$ cat config.mk
export PLATFORM = sky130hd
export DESIGN_NAME = text_terminal_writer_flat
export DESIGN_NICKNAME = d
export VERILOG_FILES = /design/src/rtl/text_terminal_writer_if.sv /design/src/rtl/text_terminal_writer.sv /design/src/flat_wrapper.sv
export SDC_FILE = /design/constraint.sdc
export NUM_CORES = 1
export LEC_CHECK = 0
export BUFFER_PORTS_ARGS = -buffer_cell sky130_fd_sc_hd__buf_2
export CORE_MARGIN = 5
export CORE_UTILIZATION = 30
export DETAILED_ROUTE_END_ITERATION = 8
export GPL_TIMING_DRIVEN = 0
export PLACE_DENSITY = 0.53
export SLEW_MARGIN = 10
export SYNTH_ARGS = -nofsm -noshare
export SYNTH_HDL_FRONTEND = slang
export SYNTH_SLANG_ARGS = --single-unit
$ cat constraint.sdc
create_clock -name sys_clk -period 4.3 [get_ports sys_clk]
set_input_delay 0.86 -clock sys_clk [delete_from_list [all_inputs] [get_ports sys_clk]]
set_output_delay 0.86 -clock sys_clk [all_outputs]
set_load 0.01 [all_outputs]
$ cat src/rtl/text_terminal_writer_if.sv
// Byte-stream and video-RAM port bundle for text_terminal_writer.
// slave = the writer block, master = the byte source plus the video driver side.
interface text_terminal_writer_if;
  logic        char_valid;
  logic [7:0]  char_data;
  logic        char_ready;
  logic [5:0]  attr;
  logic        mem_we;
  logic [10:0] mem_addr;
  logic [15:0] mem_data;
  logic [15:0] mem_rdata;
  logic [5:0]  cursor_col;
  logic [4:0]  cursor_row;

  modport slave (
    input  char_valid, char_data, attr, mem_rdata,
    output char_ready, mem_we, mem_addr, mem_data, cursor_col, cursor_row
  );

  modport master (
    output char_valid, char_data, attr, mem_rdata,
    input  char_ready, mem_we, mem_addr, mem_data, cursor_col, cursor_row
  );
endinterface

$ cat src/rtl/text_terminal_writer.sv
// Character-stream writer for the 40x30 text display: glyph/control decode, cursor upkeep,
// screen clear and bottom-row handling by read-modify-write. Scrolling enabled by TERM_SCROLL_EN.
module text_terminal_writer #(
  parameter int COLS       = 40,
  parameter int ROWS       = 30,
  parameter int CURSOR_BIT = 14
) (
  input  logic                  sys_clk,
  input  logic                  reset,
  text_terminal_writer_if.slave bus
);
  localparam int          CELLS     = COLS * ROWS;
  localparam logic [10:0] LAST_CELL = 11'(CELLS - 1);
  localparam logic [10:0] COLS_W    = 11'(COLS);
  localparam logic [5:0]  LAST_COL  = 6'(COLS - 1);
  localparam logic [4:0]  LAST_ROW  = 5'(ROWS - 1);

  typedef enum logic [3:0] {
    INIT_CLR, IDLE, PUT, CLR_RD, CLR_WR, MOVE,
`ifdef TERM_SCROLL_EN
    SCR_RD, SCR_WR,
`endif
    SCR_CLR, SET_RD, SET_WR
  } state_t;

`ifdef TERM_SCROLL_EN
  // Bottom-row newline shifts every row up one, then blanks the last row.
  localparam state_t      ROWFIX_ST   = SCR_RD;
  localparam logic [10:0] ROWFIX_LAST = LAST_CELL;
  localparam logic [10:0] SHIFT_LAST  = 11'(CELLS - COLS - 1);
`else
  // Bottom-row newline wraps to row 0 and blanks that row.
  localparam state_t      ROWFIX_ST   = SCR_CLR;
  localparam logic [10:0] ROWFIX_LAST = 11'(COLS - 1);
`endif

  state_t      state_q, state_d;
  logic [5:0]  col_q, col_d;
  logic [4:0]  row_q, row_d;
  logic [10:0] base_q, base_d;
  logic [10:0] cnt_q, cnt_d;
  logic [7:0]  char_q, char_d;
  logic [5:0]  attr_q, attr_d;
  logic        ready_q, ready_d;
  logic        we_q, we_d;
  logic [10:0] addr_q, addr_d;
  logic [15:0] data_q, data_d;

  logic        accept, printable, control;
  logic [10:0] cur_addr;
  logic        nl_edge;
  logic [4:0]  nl_row;
  logic [10:0] nl_base;
  logic [5:0]  bs_col;
  logic [4:0]  bs_row;
  logic [10:0] bs_base;

  function automatic logic [15:0] mark(input logic [15:0] w, input logic on);
    logic [15:0] r;
    r             = w;
    r[CURSOR_BIT] = on;
    return r;
  endfunction

  assign accept    = bus.char_valid & ready_q;
  assign printable = (bus.char_data >= 8'h20) && (bus.char_data <= 8'h7E);
  assign control   = bus.char_data inside {8'h08, 8'h0A, 8'h0C, 8'h0D};
  assign cur_addr  = base_q + {5'd0, col_q};

  always_comb begin
    nl_edge = (row_q == LAST_ROW);
    nl_row  = row_q + 5'd1;
    nl_base = base_q + COLS_W;
    if (nl_edge) begin
`ifdef TERM_SCROLL_EN
      nl_row  = row_q;
      nl_base = base_q;
`else
      nl_row  = 5'd0;
      nl_base = 11'd0;
`endif
    end
  end

  always_comb begin
    bs_col  = col_q;
    bs_row  = row_q;
    bs_base = base_q;
    if (col_q != 6'd0) begin
      bs_col = col_q - 6'd1;
    end else if (row_q != 5'd0) begin
      bs_col  = LAST_COL;
      bs_row  = row_q - 5'd1;
      bs_base = base_q - COLS_W;
    end
  end

  // Outputs registered here describe the action of state_q and appear one cycle later,
  // so a *_RD address is on the bus while the matching *_WR state samples mem_rdata.
  always_comb begin
    state_d = state_q;
    col_d   = col_q;
    row_d   = row_q;
    base_d  = base_q;
    cnt_d   = cnt_q;
    char_d  = char_q;
    attr_d  = attr_q;
    ready_d = 1'b0;
    we_d    = 1'b0;
    addr_d  = cur_addr;
    data_d  = 16'h0000;
    case (state_q)
      INIT_CLR: begin
        we_d   = 1'b1;
        addr_d = cnt_q;
        cnt_d  = cnt_q + 11'd1;
        if (cnt_q == LAST_CELL) state_d = SET_RD;
      end
      IDLE: begin
        ready_d = ~accept;
        if (accept) begin
          char_d = bus.char_data;
          attr_d = bus.attr;
          if (printable)    state_d = PUT;
          else if (control) state_d = CLR_RD;
        end
      end
      PUT: begin
        we_d    = 1'b1;
        data_d  = {2'b00, attr_q, char_q};
        state_d = SET_RD;
        if (col_q == LAST_COL) begin
          col_d  = 6'd0;
          row_d  = nl_row;
          base_d = nl_base;
          if (nl_edge) begin
            state_d = ROWFIX_ST;
            cnt_d   = 11'd0;
          end
        end else begin
          col_d = col_q + 6'd1;
        end
      end
      CLR_RD: state_d = CLR_WR;
      CLR_WR: begin
        we_d    = 1'b1;
        data_d  = mark(bus.mem_rdata, 1'b0);
        state_d = MOVE;
      end
      MOVE: begin
        state_d = SET_RD;
        case (char_q)
          8'h0D: col_d = 6'd0;
          8'h0A: begin
            row_d  = nl_row;
            base_d = nl_base;
            if (nl_edge) begin
              state_d = ROWFIX_ST;
              cnt_d   = 11'd0;
            end
          end
          8'h08: begin
            col_d  = bs_col;
            row_d  = bs_row;
            base_d = bs_base;
            we_d   = 1'b1;
            addr_d = bs_base + {5'd0, bs_col};
            data_d = {2'b00, attr_q, 8'h00};
          end
          8'h0C: begin
            col_d   = 6'd0;
            row_d   = 5'd0;
            base_d  = 11'd0;
            cnt_d   = 11'd0;
            state_d = INIT_CLR;
          end
          default: ;
        endcase
      end
`ifdef TERM_SCROLL_EN
      SCR_RD: begin
        addr_d  = cnt_q + COLS_W;
        state_d = SCR_WR;
      end
      SCR_WR: begin
        we_d    = 1'b1;
        addr_d  = cnt_q;
        data_d  = bus.mem_rdata;
        cnt_d   = cnt_q + 11'd1;
        state_d = (cnt_q == SHIFT_LAST) ? SCR_CLR : SCR_RD;
      end
`endif
      SCR_CLR: begin
        we_d   = 1'b1;
        addr_d = cnt_q;
        cnt_d  = cnt_q + 11'd1;
        if (cnt_q == ROWFIX_LAST) state_d = SET_RD;
      end
      SET_RD: state_d = SET_WR;
      SET_WR: begin
        we_d    = 1'b1;
        data_d  = mark(bus.mem_rdata, 1'b1);
        state_d = IDLE;
      end
      default: state_d = INIT_CLR;
    endcase
  end

  always_ff @(posedge sys_clk) begin
    if (reset) begin
      state_q <= INIT_CLR;
      col_q   <= 6'd0;
      row_q   <= 5'd0;
      base_q  <= 11'd0;
      cnt_q   <= 11'd0;
      ready_q <= 1'b0;
      we_q    <= 1'b0;
      addr_q  <= 11'd0;
      data_q  <= 16'h0000;
    end else begin
      state_q <= state_d;
      col_q   <= col_d;
      row_q   <= row_d;
      base_q  <= base_d;
      cnt_q   <= cnt_d;
      ready_q <= ready_d;
      we_q    <= we_d;
      addr_q  <= addr_d;
      data_q  <= data_d;
    end
  end

  always_ff @(posedge sys_clk) begin
    char_q <= char_d;
    attr_q <= attr_d;
  end

  assign bus.char_ready = ready_q;
  assign bus.mem_we     = we_q;
  assign bus.mem_addr   = addr_q;
  assign bus.mem_data   = data_q;
  assign bus.cursor_col = col_q;
  assign bus.cursor_row = row_q;
endmodule

$ cat src/flat_wrapper.sv
// flat-port wrapper written by rule: the top's interface ports become plain ports
module text_terminal_writer_flat 
#(
  parameter int COLS       = 40,
  parameter int ROWS       = 30,
  parameter int CURSOR_BIT = 14
)
  (sys_clk, reset, bus_char_valid, bus_char_data, bus_attr, bus_mem_rdata, bus_char_ready, bus_mem_we, bus_mem_addr, bus_mem_data, bus_cursor_col, bus_cursor_row);
  text_terminal_writer_if bus_i ();
  input  logic sys_clk;
  input  logic reset;
  input wire logic [$bits(bus_i.char_valid)-1:0] bus_char_valid;
  input wire logic [$bits(bus_i.char_data)-1:0] bus_char_data;
  input wire logic [$bits(bus_i.attr)-1:0] bus_attr;
  input wire logic [$bits(bus_i.mem_rdata)-1:0] bus_mem_rdata;
  output wire logic [$bits(bus_i.char_ready)-1:0] bus_char_ready;
  output wire logic [$bits(bus_i.mem_we)-1:0] bus_mem_we;
  output wire logic [$bits(bus_i.mem_addr)-1:0] bus_mem_addr;
  output wire logic [$bits(bus_i.mem_data)-1:0] bus_mem_data;
  output wire logic [$bits(bus_i.cursor_col)-1:0] bus_cursor_col;
  output wire logic [$bits(bus_i.cursor_row)-1:0] bus_cursor_row;
  assign bus_i.char_valid = bus_char_valid;
  assign bus_i.char_data = bus_char_data;
  assign bus_i.attr = bus_attr;
  assign bus_i.mem_rdata = bus_mem_rdata;
  assign bus_char_ready = bus_i.char_ready;
  assign bus_mem_we = bus_i.mem_we;
  assign bus_mem_addr = bus_i.mem_addr;
  assign bus_mem_data = bus_i.mem_data;
  assign bus_cursor_col = bus_i.cursor_col;
  assign bus_cursor_row = bus_i.cursor_row;
  text_terminal_writer #(.COLS(COLS), .ROWS(ROWS), .CURSOR_BIT(CURSOR_BIT)) u_core (.sys_clk(sys_clk), .reset(reset), .bus(bus_i));
endmodule
# [Word level (Yosys, flattened, before mapping)]
# Index checks and enable logic that the tools add are counted.
[op_classes] reduce_logical=17 n_mux=36 n_lt_le_gt_ge=2 n_eq_ne=30 bitwise_logic=3 addsub=9
[op_table] operator="$mux 11" count=7
[op_table] operator="$pmux 11 s2" count=3
[op_table] operator="$pmux 11 s3" count=2
[op_table] operator="$eq 8x4->1 const B" count=8
[op_table] operator="$pmux 16 s4" count=1
[op_table] operator="$pmux 4 s9" count=1
[op_table] operator="$mux 4" count=6
[op_table] operator="$pmux 6 s2" count=2
[op_table] operator="$add 11x6->11" count=2
[op_table] operator="$mux 5" count=4
[op_table] operator="$mux 6" count=3
[op_table] operator="$eq 4x3->1 const B" count=4
[op_table] operator="$pmux 5 s3" count=1
[op_table] operator="$mux 14" count=1
[op_table] operator="$add 11x1->11 const B" count=1
[op_table] operator="$add 11x6->11 const B" count=1
[op_table] operator="$eq 11x11->1 const B" count=1
[op_table] operator="$eq 11x6->1 const B" count=1
[op_table] operator="$sub 11x6->11 const B" count=1
[op_table] operator="$pmux 5 s2" count=1
[op_table] operator="$eq 4x2->1 const B" count=2
[op_table] operator="$ge 8x6->1 const B" count=1
[op_table] operator="$le 8x7->1 const B" count=1
[op_table] operator="$ne 2x1->1 const B" count=4
[op_table] operator="30 further kinds" count=38
[totals] wordCells=108 reg_bits=80

# [Logic depth before layout (Yosys ltp)]
# Gate-level depths: netlist of the first run.
[depth] depth_word=6 depth_mapped=16 depth_no_buf=15

# [Worst setup path before layout of the first run]
# No wires, ideal clock.
[synth_timing] path_type="flip-flop to flip-flop" start="register u_core.col_q[1] (netlist: u_core.bus.cursor_col[1])" end="register u_core.addr_q[8] (netlist: u_core.bus.mem_addr[8])" stages_incl_launch_ff=17 arrival_time_ns=3.682 path_slack_ns=0.539 n_path_buf=1 required_ns=4.221 period_less_slack_ns=3.761 path_cell_list="dfxtp_1 inv_1 ha_1 or4b_1 buf_2 or3b_2 nor2_1 a21oi_1 ha_1 inv_1 fa_1 nand2b_1 a21oi_1 o21ai_0 o2bb2a_1 or4_1 o211ai_1"
[synth_between] elab_chain_cells=5 elab_cells_between_ends=9
[synth_lines] item="from (decl)" line_no="text_terminal_writer.sv:38" rtl="logic [5:0] col_q, col_d;"
[synth_lines] item="from (signal assigned)" line_no="text_terminal_writer.sv:222" rtl="col_q <= col_d;"
[synth_lines] item="$sub 6x1->6, or another cell as far along" line_no="text_terminal_writer.sv:90" rtl="bs_col = col_q - 6'd1;"
[synth_lines] item="$mux 6 / $mux 11 (equally long branches)" line_no="text_terminal_writer.sv:89" rtl="if (col_q != 6'd0) begin"
[synth_lines] item="$add 11x6->11" line_no="text_terminal_writer.sv:167" rtl="addr_d = bs_base + {5'd0, bs_col};"
[synth_lines] item="$mux 11" line_no="text_terminal_writer.sv:152" rtl="case (char_q)"
[synth_lines] item="$pmux 11 s2 (*)" line_no="text_terminal_writer.sv:112" rtl="case (state_q)"
[synth_lines] item="to (signal assigned)" line_no="text_terminal_writer.sv:228" rtl="addr_q <= addr_d;"
[synth_lines] item="to (decl)" line_no="text_terminal_writer.sv:46" rtl="logic [10:0] addr_q, addr_d;"
# Mark *: on every way between the ends. The rest lies on a longest branch, timed or not.
# A chain may end at the register's enable or synchronous reset.

# [Final worst setup path of the first run]
[layout_timing] start="register u_core.col_q[0] (netlist: u_core.bus.cursor_col[0])" end="register u_core.addr_q[8] (netlist: u_core.bus.mem_addr[8])"
# The elaborated chain is that of the path after synthesis.

==> out/metrics.cfg, run 1 <==
[synth]
postSynthCellCount=593
synthFlopType=dfxtp_1
synthArstFlopShare_pct=0
avgSynthCellArea_um2=8.27
netlist_top_cells_area=dfxtp_1, edfxtp_1, ha_1, nor2_1, a21oi_1
syn_nets=649
ys_warn_count=0
synth_cell_type_count=65
syn_area_um2=4910
ys_ff_latch=80
seq_area_frac_synth_pct=35.5
yosysTopAreaCellShare_pct=26.9
synth_edf_count=14
yosys.area.top_type=dfxtp_1

[worst_setup_path]
arrival_ns=4.26
path_class=reg -> reg
crit_start=u_core.bus.cursor_col[0]
crit_fanout=10
crit_required_ns=4.55
r2r_start=u_core.bus.cursor_col[0]
cp-start-kind=register
critPathCaptureType=register

[sta]
finalSetupViolCount=0
timing.final.crit_share_pct=93.1
fin_crit_ns=4.00
drv_slew=0
fmax_mhz=250
worst_pin_slew_ns=1.02
relSlewSlack_pct=31.4
holdWs_ns=0.489
fin_skew_ns=0.0144
hold_viol=0

[outcome]
status=completed

[clocking]
cts_buffer_depth=2
clkTransAtPathRegs_ns=0.07
cts_sinks=80
cts-htree-levels=3
cts_setup_buffers=0
ctsHoldBuffers=0
cts_tree=built
cts_root_buf=clkbuf_16
clk_latency_ns=0.35
ctsResizeCount=1
numCtsBuffers=9

[layout]
regArea_um2=1740
num-fill-cells=1659
nNetsFinal=731
stdcell_count=896
diodes=0
multiInputGateArea_um2=2980
final_common_cell=buf_2
syn2layout_area_growth_pct=19.6
final_cell_mix=buf_2, dfxtp_1, nor2_1
drive_above_1_share_pct=16.3

[floorplanning]
pin_count=73
die_h_um=138
dieArea_um2=19000
rows=46
fp.dieW_um=138
start_util_pct=30.8
coreArea_um2=15900

[detailed_routing]
wl_per_cell_um=17.0
routed_via_density=5.33
dr.pass1.iters=5
finalWirelength_um=15300
drc=0
antenna_left=0
vias=4773
drt_iter0_markers=456

[place]
gp_congestion=0.873
hpwlAfterDp_um=11700
portBuffers=70
place_inst=880

[global_routing]
grt_antenna_before_repair=0
grt_pass1_wl_um=24200
grt_overflow=0
grt_pass1_vias=4622
grt_usage_pct=16.2
grt_max_degree=17

[power]
p_leak_nw=2.25
peakVddDrop_v=0.000248
p_per_area_nw_per_um2=493
p_total_mw=2.89

[job]
drv_cap=0

[worst_hold_path]
hp-start=u_core.attr_q[4]
hold_path.class=reg -> reg

==> worst max-delay path: stages, from the launching register on <==
cell and delay, ns:
dfxtp_1 0.42, inv_1 0.10, ha_2 0.23, or4b_1 0.43, buf_2 0.17, nor3_1 0.61
xnor2_1 0.14, ha_1 0.38, o21ai_0 0.25, a21oi_2 0.08, o21ai_2 0.22, o2bb2a_1 0.26
or4_1 0.50, o211ai_1 0.12
==> synth_stat cells, types with 5 or more instances <==
cell	instances
nor2_1	60
and2_1	5
xnor2_1	20
a21o_1	9
or4_1	7
and3_1	10
a21oi_1	44
or3_1	11
nand3_1	17
a211oi_1	13
a31oi_1	6
dfxtp_1	66
nor2b_1	5
nand2_1	35
ha_1	21
nand4_1	5
nor4_1	6
nor3_1	28
mux2i_1	8
a22oi_1	28
inv_1	15
edfxtp_1	14
o31ai_1	5
buf_1	5
clkbuf_1	27
o21ai_1	6
o21ai_0	33
nand2b_1	10
==> path summary, 6_finish.rpt <==
path,endpoint,slack [ns],cells after the start
max reg2reg,u_core.bus.mem_addr[8],0.30,13
min,u_core.bus.mem_data[12],0.49,2
min reg2reg,u_core.bus.mem_data[12],0.49,2
max,u_core.bus.mem_addr[8],0.30,13
==> final cells by class <==
type                       instances  share of cell area [%]
clock buffer                       9                    3.84
clock inverter                     7                    1.45
inverter                          15                   0.959
buffer                            37                    2.58
sequential                        80                    29.7
tap                              216                    4.61
timing repair buffer              71                    6.10
multi-input combinational        461                    50.8
==> cell families (layout without fill, tap and decap cells) <==
family	Yosys count	in the layout	synth area share, %
AND/OR/NAND/NOR	219	219	23.0
AO/OA/AOI/OAI	186	186	25.0
flip-flops	80	80	35.5
buffers and inverters	52	139	4.23
XOR/XNOR	24	24	4.28
adder cells (fa/ha/maj)	23	23	6.17
multiplexers	9	9	1.86
==> state kept, by name, indices dropped and copies added (netlist names) <==
signal / cells
u_core.bus.cursor_row: 5
u_core.cnt_q: 11
u_core.bus.mem_addr: 11
u_core.bus.mem_we: 1
u_core.attr_q: 6
u_core.bus.char_ready: 1
u_core.bus.mem_data: 16
u_core.bus.cursor_col: 6
u_core.base_q: 11
u_core.char_q: 8
u_core.state_q: 4
==> per-stage QoR <==
stage,utilization [%],area [µm²],TNS (ns),setup WS [ns]
floorplan,-,4910,0,0.539
global placement,34.7,5530,-0.113,-0.113
detailed placement,34.8,5540,-0.138,-0.138
CTS,36.7,5860,0,0.0234
global route,36.8,5870,-0.00125,-0.00125
finish,36.8,5870,0,0.296
==> where the power goes <==
| part | switching [mW] | internal (mW) | leakage, nW |
|---|---|---|---|
| sequential | 0.0749 | 0.843 | 0.661 |
| clock | 0.356 | 0.462 | 0.146 |
| combinational | 0.730 | 0.426 | 1.44 |
==> routing by layer <==
layer	vias to the layer above	wire length [µm]	global-route usage (%)
met5	-	0	0
met4	0	356	6.20
met3	20	615	2.87
met2	104	7170	25.9
met1	2276	7110	21.9
li1	2373	-	-
Note: power is estimated with default switching activity, not from simulation.
==> run 2, diff against run 1 <==
Settings changed: PLACE_DENSITY 0.53 to default.
Clock period 4.3 ns to 3.5 ns, I/O delays scaled along.
==> run 2 against run 1 <==
Global-route usage shrank 0.58 points. Register-to-register slack lost 0.21 ns. Hold slack lost 0.0037 ns. Critical path type unchanged.
==> out/metrics.cfg, run 2 (same netlist as run 1, synthesis figures left out) <==
[global_routing]
grt_antenna_before_repair=0
grt_usage_pct=15.6
grt_pass1_wl_um=23200
grt_overflow=0
grt_max_degree=17
grt_pass1_vias=4355

[sta]
fin_crit_ns=3.41
fin_skew_ns=0.0105
timing.final.crit_share_pct=97.4
relSlewSlack_pct=31.8
finalSetupViolCount=0
drv_slew=0
fmax_mhz=293
worst_pin_slew_ns=1.02
setup_ws_ns=0.0900
hold_viol=0

[worst_hold_path]
hold_path.class=reg -> reg
hp-start=u_core.attr_q[4]
hold_path_depth=2

[worst_setup_path]
crit_required_ns=3.70
crit_fanout=7
max_stage_delay_ns=0.50
path_common_cell=mux2i_1
worstRegToRegCells=13
path_class=reg -> reg
r2r_start=u_core.bus.cursor_col[1]
cp-start-kind=register
crit_start=u_core.bus.cursor_col[1]
arrival_ns=3.61
critPathCaptureType=register
crit_path_cell_trace=inv_4 -> ha_4 -> or4b_4 -> or3b_4 -> nand2_1 -> mux2i_1 -> ha_1 -> o21ai_0 -> o21a_1 -> or2_2 -> o2bb2ai_1 -> mux2i_1 -> a21oi_1
critPathSlowestCell=or4b_4

[power]
p_per_area_nw_per_um2=618
peakVddDrop_v=0.000324
p_leak_nw=2.34

[layout]
drive_above_1_share_pct=20.4
syn2layout_area_growth_pct=24.1
largest_reg_flops=16
nNetsFinal=738
diodes=0
fin_area_um2=6090
final_common_cell=buf_2
final_cell_mix=buf_2, dfxtp_1, nor2_1

[floorplanning]
dieArea_um2=19000
coreArea_um2=15900
pin_count=73
start_util_pct=30.8
fp.dieW_um=138
rows=46
die_h_um=138

[clocking]
cts_root_buf=clkbuf_16
cts_tree=built
cts-htree-levels=3
numCtsBuffers=9
clkTransAtPathRegs_ns=0.07
cts_buffer_depth=2
cts_sinks=80
clk_latency_ns=0.36

[place]
hpwlAfterDp_um=11000
placed_cell_area_um2=5560
post-place-ws_ns=-0.573
portBuffers=70
gp_congestion=0.857

[detailed_routing]
drc=0
drt_iter0_markers=383
wl_per_cell_um=16.4
vias=4764
finalWirelength_um=14800
routed_via_density=5.28
antenna_left=0
dr.pass1.iters=5

[outcome]
status=completed

[job]
drv_cap=0

==> run 2: changes by cell type in the layout (fill, tap and decap cells not counted), sizes merged <==
cell	delta
clkinv	+2
inv	-1
clkinvlp	-2
buf	+7
bufinv	+1
==> run 2: what timing repair did <==
action                                  CTS  global route
endpoints found under the setup margin    6             6
setup buffers                             4             5
gates cloned                              0             0
hold buffers                              0             0
gates resized for setup                  26            12
pin swaps                                 4            11
==> run 2: layout make-up <==
type,instances,area [µm²]
clock inverters,7,111
well taps,216,270
inverters,15,61.3
fillers,1672,9850
repair buffers,80,423
plain buffers,35,141
clock buffers,9,225
flip-flops and latches,80,1750
multi-input cells,461,3100
==> run 2: path summary, 6_finish.rpt <==
path,endpoint,slack (ns)
setup reg to reg,u_core.bus.mem_addr[7],0.09
hold reg to reg,u_core.bus.mem_data[12],0.49
setup / recovery,u_core.bus.mem_addr[7],0.09
hold / removal,u_core.bus.mem_data[12],0.49
==> run 2: power breakdown <==
| group | internal (mW) | switching [mW] |
|---|---|---|
| registers | 1.04 | 0.0822 |
| logic | 0.604 | 0.968 |
| clock network | 0.640 | 0.430 |
==> run 2: per-stage QoR <==
stage                     util (%)  cells  power, mW  TNS (ns)  hold WS [ns]
after global routing          38.2    903       3.99   -0.0221         0.504
after global placement        34.8    879       2.53     -1.88         0.465
after detailed placement      34.9    880       2.54     -1.85         0.476
after CTS                     37.9    899       3.77         0         0.493
final                         38.2    903       3.76         0         0.485
after floorplan                  -    593       2.13         0         0.457
==> run 2: critical path: cells and delay by family, from the launching register on <==
kind	cells	cell delay, ns
AOI/OAI and AO/OA	4	0.66
buffers and inverters	1	0.05
adders and majority gates	2	0.52
DFF	1	0.35
muxes	2	0.33
and+or+nand+nor	4	1.36
==> run 2: routing by layer <==
metal	part of all wire, %	global-route usage, %	wire length, µm
met5	0	0	0
met4	2.2	6.70	323
met3	4.7	2.79	692
met2	47	24.2	6970
met1	46	21.4	6800
==> run 3, diff against run 2 <==
Settings changed: PLACE_DENSITY from default to 0.48.
==> run 3 against run 2 <==
Power is 1.9% lower. Sequential power about the same. Critical path depth rose by 2. Maximum frequency up 0.91%. Critical endpoint is now u_core.bus.mem_addr[8]. Largest cell class unchanged. Largest power group unchanged.
==> out/metrics.cfg, run 3 (same netlist as run 1, synthesis figures left out) <==
[outcome]
status=completed

[detailed_routing]
antenna_left=0
wl_per_cell_um=17.4
dr.pass1.iters=5
finalWirelength_um=15800
vias=4845
drc=0
routed_via_density=5.35
drt_iter0_markers=390

[layout]
syn2layout_area_growth_pct=24.2
drive_above_1_share_pct=20.6
largest_reg_flops=16
stdcell_count=905
fin_area_um2=6090
final_common_cell=buf_2
diodes=0
final_cell_mix=buf_2, dfxtp_1, nor2_1
nNetsFinal=740

[place]
hpwlAfterDp_um=12100
place_inst=880
placed_cell_area_um2=5560
gp_congestion=0.920
portBuffers=70

[sta]
worst_pin_slew_ns=1.04
finalSetupViolCount=0
rsz0062_at_grt=false
fin_crit_ns=3.38
drv_slew=0
hold_viol=0
fin_skew_ns=0.0102
setup_tns_ns=0
relSlewSlack_pct=29.9
timing.final.crit_share_pct=96.5
fmax_mhz=296

[worst_setup_path]
max_stage_delay_ns=0.51
crit_fanout=6
r2r_start=u_core.bus.cursor_col[1]
path_class=reg -> reg
crit_required_ns=3.75
reg2reg_to=u_core.bus.mem_addr[8]
cp-start-kind=register
critPathSlowestCell=or4b_4
critPathCaptureType=register
crit_path_cell_trace=inv_2 -> ha_4 -> or4b_4 -> or3b_4 -> nor2_4 -> a21oi_4 -> ha_4 -> inv_2 -> fa_2 -> nand2b_4 -> a21oi_4 -> o21ai_4 -> o2bb2a_4 -> or4_1 -> o211ai_1
arrival_ns=3.63
reg2reg_slack_ns=0.12
worstRegToRegCells=15

[clocking]
cts_tree=built
cts-htree-levels=3
cts_sinks=80
ctsHoldBuffers=0
numCtsBuffers=9
cts_buffer_depth=2
clkTransAtPathRegs_ns=0.07
clk_latency_ns=0.35
cts_root_buf=clkbuf_16

[floorplanning]
coreArea_um2=15900
rows=46
dieArea_um2=19000
pin_count=73
fp.dieW_um=138
die_h_um=138
start_util_pct=30.8

[power]
p_leak_nw=2.32
p_per_area_nw_per_um2=606
peakVddDrop_v=0.000293

[global_routing]
grt_pass1_wl_um=24800
grt_antenna_before_repair=0
grt_usage_pct=16.8
grt_pass1_vias=4611
grt_max_degree=18
grt_overflow=0

[job]
drv_cap=0

[worst_hold_path]
hp-start=u_core.attr_q[3]
hold_path_depth=2
hold_path.class=reg -> reg
hold_path_end=u_core.bus.mem_data[11]

## run 3: cell types whose count changed in the layout (fill, tap and decap cells not counted), sizes merged
cell / previous run / this run
clkinvlp: 0 / 1
buf: 88 / 90
inv: 18 / 20
bufinv: 2 / 0
clkinv: 2 / 1
## run 3: area by class of cell
| cell class | instances | area [µm²] |
|---|---|---|
| Tap cell | 216 | 270 |
| Timing Repair Buffer | 82 | 440 |
| Sequential cell | 80 | 1750 |
| Clock buffer | 9 | 225 |
| Clock inverter | 7 | 72.6 |
| Buffer | 35 | 148 |
| Fill cell | 1669 | 9850 |
| Inverter | 15 | 56.3 |
| Multi-Input combinational cell | 461 | 3130 |
## run 3: report_power, final
| group | leakage [nW] | switching (mW) | internal (mW) | total, mW |
|---|---|---|---|---|
| Combinational | 1.52 | 0.996 | 0.624 | 1.62 |
| Clock | 0.144 | 0.452 | 0.505 | 0.956 |
| Sequential | 0.662 | 0.0804 | 1.04 | 1.12 |
| Total | 2.32 | 1.53 | 2.17 | 3.69 |
## run 3: what timing repair did
action | CTS | global route
pin swaps | 8 | 9
gates resized for setup | 29 | 13
buffers inserted | 7 | 4
gates cloned | 0 | 0
setup endpoints to repair | 7 | 6
## run 3: worst max path at each step
stage | startpoint | end | slack, ns
floorplan | u_core.bus.cursor_col[1] | u_core.bus.mem_addr[8] | 0.002
global placement | u_core.bus.cursor_row[0] | u_core.bus.mem_addr[8] | -0.69
detailed placement | u_core.bus.cursor_row[0] | u_core.bus.mem_addr[8] | -0.72
CTS | u_core.bus.cursor_col[0] | u_core.bus.mem_addr[8] | -0.004
global route | u_core.bus.cursor_col[1] | u_core.bus.mem_addr[8] | 0.0004
finish | u_core.bus.cursor_col[1] | u_core.bus.mem_addr[8] | 0.12
## run 3: routing by layer
| metal | global-route usage [%] | routed length [µm] | up-vias |
|---|---|---|---|
| met5 | 0 | 0 | - |
| li1 | - | - | 2400 |
| met4 | 5.82 | 344 | 0 |
| met2 | 25.8 | 7190 | 113 |
| met3 | 3.30 | 716 | 28 |
| met1 | 23.6 | 7520 | 2304 |
## run 3: worst max-delay path, delay by kind of cell, from the launching register on
| family | cells | cell delay, ns |
|---|---|---|
| fa+ha+maj | 3 | 0.50 |
| simple gates | 5 | 1.68 |
| buf+inv | 2 | 0.11 |
| compound gates | 5 | 0.64 |
| flops | 1 | 0.35 |
## run 3: stage by stage
step                      utilization [%]  hold WS, ns  total power [mW]  worst slack (ns)
after floorplan                         -        0.457              2.13           0.00189
after global placement               34.8        0.473              2.54            -0.685
after detailed placement             34.9        0.477              2.57            -0.723
after CTS                            37.8        0.489              3.71          -0.00443
after global routing                 38.2        0.503              3.92          0.000375
final                                38.2        0.489              3.69             0.121
